File: src/rtl/rv32i_lsu_if.sv
// Data-memory port between the load/store unit (master) and memory (slave).
// Latency: none, wires only; a beat completes in the cycle where mem_req and mem_ready are both high.
// Backpressure: memory stalls by holding mem_ready low; the master keeps all request fields stable.
// Signals: mem_req/mem_we/mem_addr/mem_wdata/mem_wstrb driven by the master,
//          mem_ready/mem_rdata driven by the slave (rdata valid with ready on reads).
interface rv32i_lsu_if;
    logic        mem_req;
    logic        mem_we;
    logic [31:0] mem_addr;
    logic [31:0] mem_wdata;
    logic [3:0]  mem_wstrb;
    logic        mem_ready;
    logic [31:0] mem_rdata;

    modport master (
        output mem_req, mem_we, mem_addr, mem_wdata, mem_wstrb,
        input  mem_ready, mem_rdata
    );

    modport slave (
        input  mem_req, mem_we, mem_addr, mem_wdata, mem_wstrb,
        output mem_ready, mem_rdata
    );
endinterface

File: src/rtl/rv32i_lsu.sv
// RV32I load/store unit: effective address, one memory beat, load align/extend, register write-back.
// Latency: start -> mem_req next cycle; done/wb_we one cycle after mem_ready (2 cycles minimum).
// Backpressure: memory wait states stretch REQ (bounded by TIMEOUT); busy stalls the core meanwhile.
// Ports: clk/reset (sync, active-high); start/is_load/is_store/funct3/base/offset/store_data/rd_in
//        from decode and register file; mem (rv32i_lsu_if.master) to data memory;
//        wb_we/wb_rd/wb_data to the register file; busy/done/fault/fault_cause to the core.
module rv32i_lsu #(
    parameter int TIMEOUT = 255
) (
    input  logic               clk,
    input  logic               reset,
    input  logic               start,
    input  logic               is_load,
    input  logic               is_store,
    input  logic [2:0]         funct3,
    input  logic [31:0]        base,
    input  logic [31:0]        offset,
    input  logic [31:0]        store_data,
    input  logic [4:0]         rd_in,
    rv32i_lsu_if.master        mem,
    output logic               wb_we,
    output logic [4:0]         wb_rd,
    output logic [31:0]        wb_data,
    output logic               busy,
    output logic               done,
    output logic               fault,
    output logic [1:0]         fault_cause
);

    typedef enum logic [1:0] {IDLE, REQ, WB, FLT} state_t;

    // TIMEOUT-1 is the last REQ cycle count that may still see mem_ready.
    localparam logic [31:0] TO_LAST = 32'(TIMEOUT - 1);

    state_t      state, state_nxt;

    logic        op_load;
    logic [2:0]  f3_q;
    logic [1:0]  ea_lo;
    logic [4:0]  rd_q;
    logic [31:0] cnt;
    logic [31:0] addr_q;
    logic [31:0] wdata_q;
    logic [3:0]  wstrb_q;
    logic        we_q;
    logic [31:0] wb_data_q;
    logic [1:0]  cause_q;

    logic [31:0] ea;
    logic        illegal;
    logic        misalign;
    logic [31:0] st_wdata;
    logic [3:0]  st_wstrb;
    logic [7:0]  ld_byte;
    logic [15:0] ld_half;
    logic [31:0] ld_ext;
    logic        timeout_hit;

    assign ea = base + offset;

    // Decode legality and alignment of the request presented at start.
    always_comb begin
        illegal = 1'b0;
        if (is_load == is_store) begin
            illegal = 1'b1;
        end else if (is_load) begin
            case (funct3)
                3'b000, 3'b001, 3'b010, 3'b100, 3'b101: illegal = 1'b0;
                default:                                illegal = 1'b1;
            endcase
        end else begin
            case (funct3)
                3'b000, 3'b001, 3'b010: illegal = 1'b0;
                default:                illegal = 1'b1;
            endcase
        end
    end

    // funct3[1:0] encodes the access size for every legal op (00 byte, 01 half, 10 word).
    always_comb begin
        misalign = 1'b0;
        case (funct3[1:0])
            2'b01:   misalign = ea[0];
            2'b10:   misalign = (ea[1:0] != 2'b00);
            default: misalign = 1'b0;
        endcase
    end

    // Store lane replication: every lane carries the datum, wstrb picks the live ones.
    always_comb begin
        st_wdata = store_data;
        st_wstrb = 4'b1111;
        case (funct3[1:0])
            2'b00: begin
                st_wdata = {4{store_data[7:0]}};
                st_wstrb = 4'b0001 << ea[1:0];
            end
            2'b01: begin
                st_wdata = {2{store_data[15:0]}};
                st_wstrb = ea[1] ? 4'b1100 : 4'b0011;
            end
            default: begin
                st_wdata = store_data;
                st_wstrb = 4'b1111;
            end
        endcase
    end

    // Load lane select and extension from the latched address low bits.
    always_comb begin
        case (ea_lo)
            2'b00:   ld_byte = mem.mem_rdata[7:0];
            2'b01:   ld_byte = mem.mem_rdata[15:8];
            2'b10:   ld_byte = mem.mem_rdata[23:16];
            default: ld_byte = mem.mem_rdata[31:24];
        endcase
        ld_half = ea_lo[1] ? mem.mem_rdata[31:16] : mem.mem_rdata[15:0];
        case (f3_q)
            3'b000:  ld_ext = {{24{ld_byte[7]}}, ld_byte};
            3'b100:  ld_ext = {24'd0, ld_byte};
            3'b001:  ld_ext = {{16{ld_half[15]}}, ld_half};
            3'b101:  ld_ext = {16'd0, ld_half};
            default: ld_ext = mem.mem_rdata;
        endcase
    end

    assign timeout_hit = (TIMEOUT != 0) && (cnt == TO_LAST);

    always_ff @(posedge clk) begin
        if (reset) begin
            state <= IDLE;
        end else begin
            state <= state_nxt;
        end
    end

    always_comb begin
        state_nxt = state;
        case (state)
            IDLE: begin
                if (start) begin
                    state_nxt = (illegal || misalign) ? FLT : REQ;
                end
            end
            REQ: begin
                // A ready in the final allowed cycle still wins over the timeout.
                if (mem.mem_ready) begin
                    state_nxt = WB;
                end else if (timeout_hit) begin
                    state_nxt = FLT;
                end
            end
            WB:      state_nxt = IDLE;
            FLT:     state_nxt = IDLE;
            default: state_nxt = IDLE;
        endcase
    end

    always_ff @(posedge clk) begin
        if (reset) begin
            op_load   <= 1'b0;
            f3_q      <= 3'd0;
            ea_lo     <= 2'd0;
            rd_q      <= 5'd0;
            cnt       <= 32'd0;
            addr_q    <= 32'd0;
            wdata_q   <= 32'd0;
            wstrb_q   <= 4'd0;
            we_q      <= 1'b0;
            wb_data_q <= 32'd0;
            cause_q   <= 2'd0;
        end else begin
            case (state)
                IDLE: begin
                    if (start) begin
                        op_load <= is_load;
                        f3_q    <= funct3;
                        ea_lo   <= ea[1:0];
                        rd_q    <= rd_in;
                        cnt     <= 32'd0;
                        cause_q <= illegal ? 2'b10 : (misalign ? 2'b01 : 2'b00);
                        // Bus fields only move when a beat will actually be issued.
                        if (!(illegal || misalign)) begin
                            addr_q  <= {ea[31:2], 2'b00};
                            we_q    <= is_store;
                            wdata_q <= is_store ? st_wdata : 32'd0;
                            wstrb_q <= is_store ? st_wstrb : 4'b0000;
                        end
                    end
                end
                REQ: begin
                    if (mem.mem_ready) begin
                        if (op_load) begin
                            wb_data_q <= ld_ext;
                        end
                    end else begin
                        cnt <= cnt + 32'd1;
                        if (timeout_hit) begin
                            cause_q <= 2'b11;
                        end
                    end
                end
                default: ;
            endcase
        end
    end

    assign mem.mem_req   = (state == REQ);
    assign mem.mem_we    = (state == REQ) && we_q;
    assign mem.mem_addr  = addr_q;
    assign mem.mem_wdata = wdata_q;
    assign mem.mem_wstrb = wstrb_q;

    assign wb_we       = (state == WB) && op_load;
    assign wb_rd       = rd_q;
    assign wb_data     = wb_data_q;
    assign busy        = (state != IDLE);
    assign done        = (state == WB) || (state == FLT);
    assign fault       = (state == FLT);
    assign fault_cause = cause_q;

endmodule

File: src/flat_wrapper.sv
// flat-port wrapper written by rule: the top's interface ports become plain ports
module rv32i_lsu_flat 
#(
    parameter int TIMEOUT = 255
)
  (clk, reset, start, is_load, is_store, funct3, base, offset, store_data, rd_in, wb_we, wb_rd, wb_data, busy, done, fault, fault_cause, mem_mem_req, mem_mem_we, mem_mem_addr, mem_mem_wdata, mem_mem_wstrb, mem_mem_ready, mem_mem_rdata);
  rv32i_lsu_if mem_i ();
  input  logic clk;
  input  logic reset;
  input  logic start;
  input  logic is_load;
  input  logic is_store;
  input  logic [2:0] funct3;
  input  logic [31:0] base;
  input  logic [31:0] offset;
  input  logic [31:0] store_data;
  input  logic [4:0] rd_in;
  output logic wb_we;
  output logic [4:0] wb_rd;
  output logic [31:0] wb_data;
  output logic busy;
  output logic done;
  output logic fault;
  output logic [1:0] fault_cause;
  output wire logic [$bits(mem_i.mem_req)-1:0] mem_mem_req;
  output wire logic [$bits(mem_i.mem_we)-1:0] mem_mem_we;
  output wire logic [$bits(mem_i.mem_addr)-1:0] mem_mem_addr;
  output wire logic [$bits(mem_i.mem_wdata)-1:0] mem_mem_wdata;
  output wire logic [$bits(mem_i.mem_wstrb)-1:0] mem_mem_wstrb;
  input wire logic [$bits(mem_i.mem_ready)-1:0] mem_mem_ready;
  input wire logic [$bits(mem_i.mem_rdata)-1:0] mem_mem_rdata;
  assign mem_mem_req = mem_i.mem_req;
  assign mem_mem_we = mem_i.mem_we;
  assign mem_mem_addr = mem_i.mem_addr;
  assign mem_mem_wdata = mem_i.mem_wdata;
  assign mem_mem_wstrb = mem_i.mem_wstrb;
  assign mem_i.mem_ready = mem_mem_ready;
  assign mem_i.mem_rdata = mem_mem_rdata;
  rv32i_lsu #(.TIMEOUT(TIMEOUT)) u_core (.clk(clk), .reset(reset), .start(start), .is_load(is_load), .is_store(is_store), .funct3(funct3), .base(base), .offset(offset), .store_data(store_data), .rd_in(rd_in), .mem(mem_i), .wb_we(wb_we), .wb_rd(wb_rd), .wb_data(wb_data), .busy(busy), .done(done), .fault(fault), .fault_cause(fault_cause));
endmodule
File: config.mk
export PLATFORM = sky130hd
export DESIGN_NAME = rv32i_lsu_flat
export DESIGN_NICKNAME = d
export VERILOG_FILES = /design/src/rtl/rv32i_lsu_if.sv /design/src/rtl/rv32i_lsu.sv /design/src/flat_wrapper.sv
export SDC_FILE = /design/constraint.sdc
export NUM_CORES = 1
export LEC_CHECK = 0
export ABC_AREA = 1
export BUFFER_PORTS_ARGS = -buffer_cell sky130_fd_sc_hd__buf_2
export CORE_MARGIN = 2
export CORE_UTILIZATION = 40
export CTS_CLUSTER_DIAMETER = 200
export CTS_CLUSTER_SIZE = 12
export DETAILED_ROUTE_END_ITERATION = 10
export HOLD_SLACK_MARGIN = 0.15
export PLACE_DENSITY_LB_ADDON = 0.2
export SLEW_MARGIN = 20
export SYNTH_ARGS = -nofsm -noshare
export SYNTH_HDL_FRONTEND = slang
export SYNTH_SLANG_ARGS = --single-unit
File: constraint.sdc
create_clock -name clk -period 5.1 [get_ports clk]
set_clock_uncertainty 0.1 [all_clocks]
set_input_delay 0.51 -clock clk [delete_from_list [all_inputs] [get_ports clk]]
set_output_delay 0.51 -clock clk [all_outputs]
set_load 0.02 [all_outputs]
==> impl_metrics.json <==
{
  "clk_pin_slew_ns": 0.07,
  "fin_ws_ns": 1.56,
  "cts_tree": "yes",
  "p_sw_w": 0.000997,
  "die-area_sq_um": 24100,
  "critPathCaptureType": "register",
  "core-area_sq_um": 22600,
  "synth-warning-count": 0,
  "cts_hold_buffers": 0,
  "drc_errors": 0,
  "hold_violations": 0,
  "critPathBufInv": 5,
  "synth_edf_count": 0,
  "rsz0062_at_grt": "no",
  "fillers": 2404,
  "drive_above_1_share_pct": 19.0,
  "clock_path_buffers": 2,
  "synth-async-reset-ratio_pct": 0,
  "ys_types": 46,
  "synth-main-ff-cell": "dfxtp_1",
  "min_period_ns": 3.54,
  "critPathMaxStageDelay_ns": 0.87,
  "dp_slack_ns": 1.14,
  "crit_chain": "buf_2 > inv_1 > ha_1 > or2_1 > buf_4 > o21ai_1 > nor2_2 > nand3_4 > inv_2 > o21ai_0 > nand2_1 > inv_1",
  "dp_cells": 1961,
  "antenna_left": 0,
  "slowest_stage": "inv_2",
  "p_per_area_nw_per_um2": 288,
  "ctsResizeCount": 0,
  "die-height_microns": 155,
  "synth_compound_area_share_pct": 18.2,
  "synthSimpleGateAreaFrac_pct": 31.2,
  "clk_latency_ns": 0.43,
  "grt_start_max_net_pins": 58,
  "worst_slew_pin_slew_ns": 1.00,
  "cp.required_ns": 5.33,
  "drv_cap": 0,
  "drt_first_pass_iters": 7,
  "synth_area_per_cell_sq_um": 6.23,
  "timing.fmax_mhz": 283,
  "syn_inst": 1469,
  "clockRootBuffer": "clkbuf_16",
  "synth_top_family_by_area": "simple AND/OR/NAND/NOR gates",
  "status": "finished clean",
  "layout.nets": 1874,
  "ir_worst_vdd_v": 0.000178,
  "grt_overflow_total": 0,
  "synth_adder_area_share_pct": 5.14,
  "io_pins": 255,
  "switching_share_pct": 30.9,
  "drt_iter0_markers": 629,
  "finalNonFillerCells": 1993,
  "critPathMaxFanout": 55,
  "antenna_found_initial": 2,
  "intPower_w": 0.00223,
  "cts_setup_buffers": 0,
  "sequentialPowerShare_pct": 37.7,
  "arrival_ns": 3.76,
  "gp_congestion": 0.887,
  "finalSetupViolations": 0,
  "post-route-period-util_pct": 69.3,
  "slew_headroom_pct": 33.1,
  "start_util_pct": 40.5,
  "synthMuxAreaShare_pct": 0,
  "setup_tns_ns": 0,
  "cp_common_cell": "inv_1",
  "vias": 9837,
  "grt_pass1_wl_microns": 45000,
  "combPwrFrac_pct": 21.1,
  "grt_pass1_vias": 9115,
  "synth_seq_area_share_pct": 31.9,
  "cts_buffers": 17,
  "dpl-instance-area_sq_um": 10600,
  "fin_area_sq_um": 11200,
  "path_class": "in -> reg",
  "cts_sinks": 146,
  "num_rows": 55,
  "dieWidth_microns": 155,
  "syn2layout_area_growth_pct": 22.2,
  "leakage_nw": 5.88,
  "dp_hpwl_microns": 21800,
  "wl_microns": 28100,
  "io_buffers": 252,
  "power_w": 0.00322,
  "startpoint_type": "input pin",
  "report.final.slew_viol_count": 0,
  "track_usage_pct": 23.1,
  "syn_area_sq_um": 9150,
  "vias_per_cell": 4.94,
  "h-tree-depth": 4,
  "wl_per_cell_microns": 14.1,
  "hold_class": "in -> reg",
  "synth-xor-area-share_pct": 1.34,
  "ys_seq_elements": 146,
  "pwr-share-clk_pct": 41.3,
  "cpLargestDelayFamily": "buffers and inverters"
}
stage by stage:
step           hold WS [ns]  util [%]
5_1_grt               0.229      49.5
3_5_place_dp          0.357      46.8
4_1_cts               0.225      49.5
6_report              0.243      49.6
2_1_floorplan         0.344         -
3_3_place_gp          0.351      46.8
power by group through the flow:
stage	Combinational, W	Clock [W]	Sequential, W
after floorplan	0.000424	0	0.00127
after global placement	0.000676	0	0.00124
after detailed placement	0.000680	0	0.00124
after CTS	0.000681	0.00136	0.00121
after global routing	0.000762	0.00141	0.00122
final	0.000679	0.00133	0.00121
kinds of logic after synthesis:
group	count (synthesis)
xor+xnor	14
flops	146
simple gates	694
compound gates	296
buf+inv	281
fa+ha+maj	37
other cells	1
cell usage after synthesis, types with 2 or more instances:
| cell type | n | area (sq um) |
|---|---|---|
| a31oi_1 | 3 | 18.8 |
| inv_2 | 14 | 52.6 |
| o21ai_1 | 4 | 20.0 |
| nand4_1 | 12 | 75.1 |
| o211ai_1 | 28 | 210 |
| nand2_1 | 421 | 1580 |
| clkbuf_1 | 27 | 101 |
| xnor2_1 | 8 | 70.1 |
| a2bb2oi_1 | 2 | 17.5 |
| o21ai_0 | 77 | 385 |
| buf_4 | 6 | 45.0 |
| a21o_1 | 7 | 52.6 |
| nor4_1 | 4 | 25.0 |
| nor2_4 | 3 | 33.8 |
| o21a_1 | 22 | 165 |
| or2_2 | 9 | 56.3 |
| buf_2 | 16 | 80.1 |
| nor2_2 | 3 | 18.8 |
| nand3_1 | 67 | 335 |
| xor2_1 | 6 | 52.6 |
| dfxtp_1 | 146 | 2920 |
| nand3_2 | 2 | 20.0 |
| o21bai_1 | 4 | 30.0 |
| ha_1 | 36 | 450 |
| a211oi_1 | 2 | 15.0 |
| o22ai_1 | 2 | 12.5 |
| inv_1 | 214 | 803 |
| a21oi_1 | 142 | 711 |
| nor2_1 | 150 | 563 |
| nor3_1 | 16 | 80.1 |
placed cells by master (no fill, tap or decap), drive strengths merged:
| master | netlist | layout |
|---|---|---|
| o211ai | 28 | 28 |
| o21a | 22 | 22 |
| inv | 229 | 230 |
| bufinv | 0 | 4 |
| clkinv | 1 | 5 |
| clkbuf | 27 | 18 |
| diode | 0 | 1 |
| xnor2 | 8 | 8 |
| a211oi | 2 | 2 |
| ha | 36 | 36 |
| o2111ai | 1 | 1 |
| o21ai | 81 | 81 |
| a21oi | 142 | 142 |
| dfxtp | 146 | 146 |
| nor2 | 156 | 156 |
| clkinvlp | 0 | 4 |
| or2 | 10 | 10 |
| nand2 | 422 | 422 |
| nor4 | 4 | 4 |
| o21bai | 4 | 4 |
| a21o | 7 | 7 |
| a2bb2oi | 2 | 2 |
| o211a | 1 | 1 |
| nor3b | 1 | 1 |
| buf | 24 | 257 |
| conb | 1 | 2 |
| nand3 | 70 | 70 |
| o22ai | 2 | 2 |
| fa | 1 | 1 |
| a31oi | 3 | 3 |
| nand4 | 12 | 12 |
| and2 | 1 | 1 |
| xor2 | 6 | 6 |
| nor3 | 18 | 18 |
| o311ai | 1 | 1 |
tightest hold or removal path, cell delays in order:
cell	delay (ns)
buf_2	0.07
o21ai_0	0.07
nor2_1	0.08
layout make-up:
cell class                 count  area (sq um)  area share [%]
sequential                   146          2920            26.1
inverter                     230           866            7.74
multi-input combinational   1043          5120            45.8
antenna                        1          2.50          0.0224
tap                          285           357            3.19
clock inverter                13           186            1.67
timing repair buffer         257          1300            11.6
clock buffer                  18           429            3.84
state kept, by name, indices dropped and copies added (netlist names), 3 cells and up:
| register | cells |
|---|---|
| u_core.wb_rd | 5 |
| u_core.mem.mem_wdata | 32 |
| u_core.mem.mem_addr | 30 |
| u_core.mem.mem_wstrb | 4 |
| u_core.wb_data | 32 |
| u_core.cnt | 32 |
| u_core.f3_q | 3 |
final timing paths:
path	cells past startpoint	from	to	slack, ns
worst min register to register	2	u_core.mem.mem_wstrb[3]$_SDFFE_PP0P_	u_core.mem.mem_wstrb[3]$_SDFFE_PP0P_	0.36
worst max register to register	8	u_core.state[1]$_SDFFE_PP0P_	u_core.mem.mem_addr[12]$_SDFFE_PP0P_	2.03
worst min-delay path	3	rd_in[2]	u_core.wb_rd[2]$_SDFFE_PP0P_	0.24
worst max-delay path	12	funct3[1]	u_core.mem.mem_addr[12]$_SDFFE_PP0P_	1.56
metal layers:
| layer | track usage [%] | routed length, microns |
|---|---|---|
| met5 | 0 | 13 |
| met4 | 7.95 | 684 |
| met3 | 3.68 | 1440 |
| met2 | 40.4 | 13800 |
| met1 | 28.9 | 12200 |
Power figures use the tool's default switching activity.
